### src/rtl/if_stage_pkg.sv
// if_stage_pkg: shared definitions for the fetch stage and its neighbours.
//   - bus widths and the reset fetch address
//   - packed layouts of the branch bus (decode -> fetch) and the
//     fetch-to-decode bus, so that both ends pack and unpack fields in
//     the same order
package if_stage_pkg;

    localparam logic [31:0] DEFAULT_RESET_PC = 32'h1c00_0000;
    localparam int          BR_BUS_WD        = 33;
    localparam int          FS_TO_DS_BUS_WD  = 64;

    typedef struct packed {
        logic        taken;
        logic [31:0] target;
    } br_bus_t;

    typedef struct packed {
        logic [31:0] pc;
        logic [31:0] inst;
    } fs_to_ds_bus_t;

endpackage

### src/rtl/if_stage.sv
// if_stage: instruction-fetch stage of the 5-stage LoongArch32 pipeline.
//   Owns the PC and the pre-IF nextpc mux, drives the synchronous inst
//   SRAM (1-cycle read latency) and hands {pc, inst} to decode over a
//   valid/allowin handshake. Branch redirects from decode cancel the
//   instruction in IF; a redirect that arrives while IF is blocked is
//   latched and fetched in the following cycle. The fetched word is
//   buffered while decode stalls, since the SRAM output is not held.
//
// Ports
//   clk              in   1   clock
//   reset            in   1   synchronous, active-high reset
//   ds_allowin       in   1   decode can accept an instruction this cycle
//   br_bus           in   33  {br_taken, br_target}
//   fs_to_ds_valid   out  1   fs_to_ds_bus carries a valid instruction
//   fs_to_ds_bus     out  64  {fs_pc, fs_inst}
//   inst_sram_en     out  1   read enable
//   inst_sram_we     out  4   always 0
//   inst_sram_addr   out  32  nextpc
//   inst_sram_wdata  out  32  always 0
//   inst_sram_rdata  in   32  data for the previous enabled address
module if_stage
    import if_stage_pkg::*;
#(
    parameter logic [31:0] RESET_PC = DEFAULT_RESET_PC
) (
    input  logic                       clk,
    input  logic                       reset,
    input  logic                       ds_allowin,
    input  logic [BR_BUS_WD-1:0]       br_bus,
    output logic                       fs_to_ds_valid,
    output logic [FS_TO_DS_BUS_WD-1:0] fs_to_ds_bus,
    output logic                       inst_sram_en,
    output logic [3:0]                 inst_sram_we,
    output logic [31:0]                inst_sram_addr,
    output logic [31:0]                inst_sram_wdata,
    input  logic [31:0]                inst_sram_rdata
);

    br_bus_t       br;
    fs_to_ds_bus_t ds_bus;

    logic        to_fs_valid;
    logic        fs_valid;
    logic [31:0] fs_pc;
    logic        br_pend;
    logic [31:0] br_target_r;
    logic        buf_valid;
    logic [31:0] inst_buf;

    logic [31:0] nextpc;
    logic        fs_allowin;
    logic        fs_fetch;
    logic        br_stalled;

    assign br = br_bus;

    // Newest redirect first, then a redirect held over from a blocked cycle.
    assign nextpc = br.taken ? br.target :
                    br_pend  ? br_target_r :
                               fs_pc + 32'd4;

    assign fs_allowin = ~fs_valid | ds_allowin;

    // Reset gates the request so nothing reaches the SRAM in the first
    // reset cycle, while to_fs_valid still holds its pre-reset value.
    assign fs_fetch   = to_fs_valid & fs_allowin & ~reset;

    // Redirect that cannot be fetched this cycle because IF is blocked.
    assign br_stalled = br.taken & ~fs_allowin;

    assign inst_sram_en    = fs_fetch;
    assign inst_sram_we    = 4'h0;
    assign inst_sram_addr  = nextpc;
    assign inst_sram_wdata = 32'h0;

    assign fs_to_ds_valid = fs_valid & ~br.taken;
    assign ds_bus.pc      = fs_pc;
    assign ds_bus.inst    = buf_valid ? inst_buf : inst_sram_rdata;
    assign fs_to_ds_bus   = ds_bus;

    always_ff @(posedge clk) begin
        if (reset) begin
            to_fs_valid <= 1'b0;
            fs_valid    <= 1'b0;
            fs_pc       <= RESET_PC - 32'd4;
            br_pend     <= 1'b0;
            buf_valid   <= 1'b0;
        end else begin
            to_fs_valid <= 1'b1;

            // A blocked redirect empties IF so the latched target can be
            // fetched next cycle without waiting for decode.
            if (br_stalled) begin
                fs_valid <= 1'b0;
            end else if (fs_allowin) begin
                fs_valid <= to_fs_valid;
            end

            // The PC only advances when a request is actually issued, so
            // the idle cycle right after reset keeps RESET_PC-4.
            if (fs_fetch) begin
                fs_pc <= nextpc;
            end

            if (br_stalled) begin
                br_pend <= 1'b1;
            end else if (fs_fetch) begin
                br_pend <= 1'b0;
            end

            if (br.taken || ds_allowin) begin
                buf_valid <= 1'b0;
            end else if (fs_valid && !buf_valid) begin
                buf_valid <= 1'b1;
            end
        end
    end

    // Data-only registers; qualified by br_pend / buf_valid.
    always_ff @(posedge clk) begin
        if (br.taken) begin
            br_target_r <= br.target;
        end
        if (fs_valid && !ds_allowin && !buf_valid && !br.taken) begin
            inst_buf <= inst_sram_rdata;
        end
    end

endmodule

### config.mk
export PLATFORM = sky130hd
export DESIGN_NAME = if_stage
export DESIGN_NICKNAME = d
export VERILOG_FILES = /design/src/rtl/if_stage_pkg.sv /design/src/rtl/if_stage.sv
export SDC_FILE = /design/constraint.sdc
export NUM_CORES = 1
export LEC_CHECK = 0
export ABC_CLOCK_PERIOD_IN_PS = 8220
export BUFFER_PORTS_ARGS = -buffer_cell sky130_fd_sc_hd__clkbuf_2
export CORE_MARGIN = 1.5
export CORE_UTILIZATION = 40
export DETAILED_ROUTE_END_ITERATION = 10
export HOLD_SLACK_MARGIN = 0.02
export PLACE_DENSITY = 0.67
export SETUP_SLACK_MARGIN = 0.1
export SYNTH_ARGS = -nofsm -noshare
export SYNTH_HDL_FRONTEND = slang
export SYNTH_SLANG_ARGS = --single-unit
### constraint.sdc
create_clock -name clk -period 8.22 [get_ports clk]
set_input_delay 0.822 -clock clk [delete_from_list [all_inputs] [get_ports clk]]
set_output_delay 0.822 -clock clk [all_outputs]
set_load 0.05 [all_outputs]
; ---- Word-level counts from Yosys, hierarchy flattened
; Cells that the tools add are included.
[totals]
wordCells = 34
reg_bits = 100
[classes]
n_bitwise = 9
muxes = 6
n_addsub = 1
n_reduce_logical = 11
[op_table]
columns = op, n
row1 = $mux 32, 3
row2 = $add 32x3->32 const B, 1
row3 = $and 1x1->1, 4
row4 = $logic_and 1x1->1, 4
row5 = $not 1->1, 4
row6 = $reduce_or 2->1, 2
row7 = $logic_not 1->1, 3
row8 = $mux 1, 3
row9 = $reduce_bool 2->1, 1
row10 = $logic_or 1x1->1, 1
row11 = $or 1x1->1, 1

; ---- Longest topological paths before layout
[logic_depth]
depth_word = 6
mapped_depth = 9
mapped_depth_nobuf = 7

; ---- Worst setup path after synthesis
; Ideal clock, no wire load.
[synth_path]
path_type = input to register
from = input br_bus[32]
to = register inst_buf[0], enable pin
n_path_buf = 2
setup_ns = 0.468
setup_slack_ns = 3.312
arrival_ns = 4.439
required_ns = 7.752
cell_stages = 4
path_cell_list = clkbuf_1 -> clkbuf_1 -> nor2b_1 -> nor3b_1
[synth_via]
elab_chain_len = 2
[synth_rtl]
columns = item, line_no
row1 = from (decl), if_stage.sv:29  ; input logic [BR_BUS_WD-1:0] br_bus,
row2 = $logic_not 1->1, if_stage.sv:124  ; if (fs_valid && !ds_allowin && !buf_valid && !br.taken) begin
row3 = $logic_and 1x1->1, if_stage.sv:124
row4 = to (signal assigned), if_stage.sv:125  ; inst_buf <= inst_sram_rdata;
row5 = to (decl), if_stage.sv:48  ; logic [31:0] inst_buf;
; No other way between the ends.
; A chain may end at the register's enable or synchronous reset.

; ---- Worst setup path after layout
[layout_path]
from = input br_bus[32]
to = output inst_sram_addr[14]
[layout_via]
elab_chain_len = 1
[layout_rtl]
columns = item, line_no
row1 = $mux 32, if_stage.sv:58  ; assign nextpc = br.taken ? br.target :
row2 = to (decl), if_stage.sv:34  ; output logic [31:0] inst_sram_addr,
; No other way between the ends.

==> reports/results.ini <==
[outcome]
status=complete, no violations

[power]
p_comb_share_pct=28.9
p_sw_mw=0.549
total_power_mw=1.52
leakagePower_nw=2.64
powerDensity_nw_per_um2=235
clkPwrFrac_pct=32.0
p_sw_share_pct=36.1
p_seq_share_pct=39.2
internal_power_mw=0.971
worst_ir_drop_vdd_mv=0.124

[drt]
drc=0
drt_iter0_markers=354
via_per_inst=5.42
wire_per_inst_um=18.1
drt_first_pass_iters=4
routed_wl_um=15000
vias=4484
antenna_left=0

[sta]
relSlewSlack_pct=19.6
fmax_mhz=220
fin_ws_ns=3.68
slew_viol_final=0
hold_violations=0
layout_min_cycle_time_ns=4.54
fin_setup_tns_ns=0
fin_skew_ns=0.00448
whs_ns=0.480
rsz0062_at_grt=false
fin_crit_sh_pct=55.2
tightestPinTransition_ns=1.20
finalSetupViolations=0

[placed_design]
place_area_um2=6110
dp.cells=811
dpl_worst_slack_ns=3.73
gp_congestion=0.863
port_buffers=165
dp_hpwl_um=11000

[grt]
grt_antenna_before_repair=0
grt_pass1_wl_um=22900
grt_max_degree=39
grt_overflow=0
grt_pass1_vias=4273
grtUsageTotal_pct=21.1

[synthesis]
synth_top_area_share_pct=36.2
ys_seq_area_share_pct=49.8
yosysWarnings=0
ys_top_cells_by_count=edfxtp_1, nand2_1, buf_4, dfxtp_1, o21ai_0
syn_inst=503
syn_area_um2=5310
synth.distinct_cells=60
synth-edff-count=64
avgSynthCellArea_um2=10.5
synthTopCellsByArea=edfxtp_1, dfxtp_1, mux2_2, buf_4, o21ai_0
yosysTopAreaCell=edfxtp_1
yosys.cell_count.top_type=edfxtp_1
synthArstFlopShare_pct=0
synth_flop_cell=edfxtp_1
ys_seq_elements=100

[layout]
syn_to_final_growth_pct=21.7
stdcell_area_um2=6450
diodes=0
post-route-util_pct=50.5
drive_above_1_share_pct=35.9
stdcell_count=827
finalNetCount=719

[worst_setup_path]
crit_required_ns=7.40
rrSetupSlack_ns=5.53
cp_slowest_cell=nand2_1
worstPathCellList=clkbuf_2 > buf_4 > inv_1 > nand2_1 > o21ai_0 > clkbuf_2
cp_common_cell=clkbuf_2
crit_fanout=38
critPathCaptureType=output port
r2r_cells=4
path_class=in -> out
start_kind=input pin
cpPeakStageDelay_ns=0.64
arrival_ns=3.71

[floorplanning]
fp.dieH_um=118
dieWidth_um=118
row_count=41
num_io_pins=202
core_region_area_um2=12800
initial_core_util_pct=41.5
die_area_um2=14000

[clock_tree]
clk_latency_ns=0.35
h-tree-depth=3
cts_buffer_depth=2
cts_tree=built
post_cts_resize_count=0
hold_buffers=0
clockRootBuffer=clkbuf_16
numCtsBuffers=9
cts_setup_buffers=0
cts_num_sinks=100
clkTransAtPathRegs_ns=0.07

[hold_path]
hold_path_class=reg -> reg
min_path_cells=2

[flow_run]
maxCapViolations=0

[area by class of cell]
cell class,count,area (um2)
timing repair buffer,170,863
clock buffer,10,229
multi-input combinational,361,2360
inverter,8,30.0
clock inverter,6,113
sequential,100,2640
fill,1168,6320
tap,172,215
[routing by layer]
metal,global-route usage (%),share of wire (%),vias up
met2,34.3,48,220
met5,0,0,-
li1,-,-,2102
met1,27.4,43,2149
met4,5.41,1.4,0
met3,6.23,8.4,13
[path summary, 6_finish.rpt]
| kind | start | to |
|---|---|---|
| max | br_bus[32] | inst_sram_addr[14] |
| min | to_fs_valid | fs_valid |
| max reg2reg | br_pend | fs_pc[24] |
| min reg2reg | to_fs_valid | fs_valid |
[critical path: cells and delay by family]
kind            cells  cell delay, ns
simple gates        1            0.64
buf+inv             4            1.66
compound gates      1            0.54
[cells by family (layout without fill, tap and decap cells)]
group | Yosys count | in the layout | synth area share, %
AND/OR/NAND/NOR | 137 | 137 | 14.4
AO/OA/AOI/OAI | 124 | 124 | 15.2
flip-flops | 100 | 100 | 49.8
buffers and inverters | 77 | 194 | 8.25
multiplexers | 39 | 39 | 8.14
XOR/XNOR | 24 | 24 | 3.96
adder cells (fa/ha/maj) | 1 | 1 | 0.236
other | 1 | 36 | 0.0707
[placed cells by master, fill, tap and decap left out, types with 5 or more instances in the layout]
| cell | instances |
|---|---|
| o21ai_0 | 34 |
| dfxtp_1 | 36 |
| nor2_1 | 22 |
| a31oi_1 | 7 |
| o22a_1 | 5 |
| and2_1 | 7 |
| mux2i_1 | 6 |
| a22oi_1 | 15 |
| nand3_1 | 17 |
| xnor2_1 | 18 |
| clkbuf_16 | 9 |
| nand4_1 | 9 |
| o22ai_1 | 9 |
| buf_4 | 5 |
| mux2_2 | 33 |
| a21oi_1 | 22 |
| nor3_1 | 8 |
| nand2_1 | 39 |
| xor2_1 | 6 |
| clkbuf_2 | 165 |
| inv_1 | 8 |
| conb_1 | 36 |
| edfxtp_1 | 64 |
[state kept, by name, indices dropped and copies added, names as in the netlist]
register / count
fs_valid: 1
fs_pc: 32
to_fs_valid: 1
inst_buf: 32
br_pend: 1
buf_valid: 1
br_target_r: 32
[power by group through the flow]
stage          sequential [mW]  combinational [mW]  clock, mW
5_1_grt                  0.599               0.463      0.512
3_5_place_dp             0.606               0.437          0
4_1_cts                  0.595               0.439      0.492
6_report                 0.595               0.438      0.486
2_1_floorplan            0.641               0.307          0
3_3_place_gp             0.605               0.433          0
No activity file was read; power rests on OpenSTA's default activity.
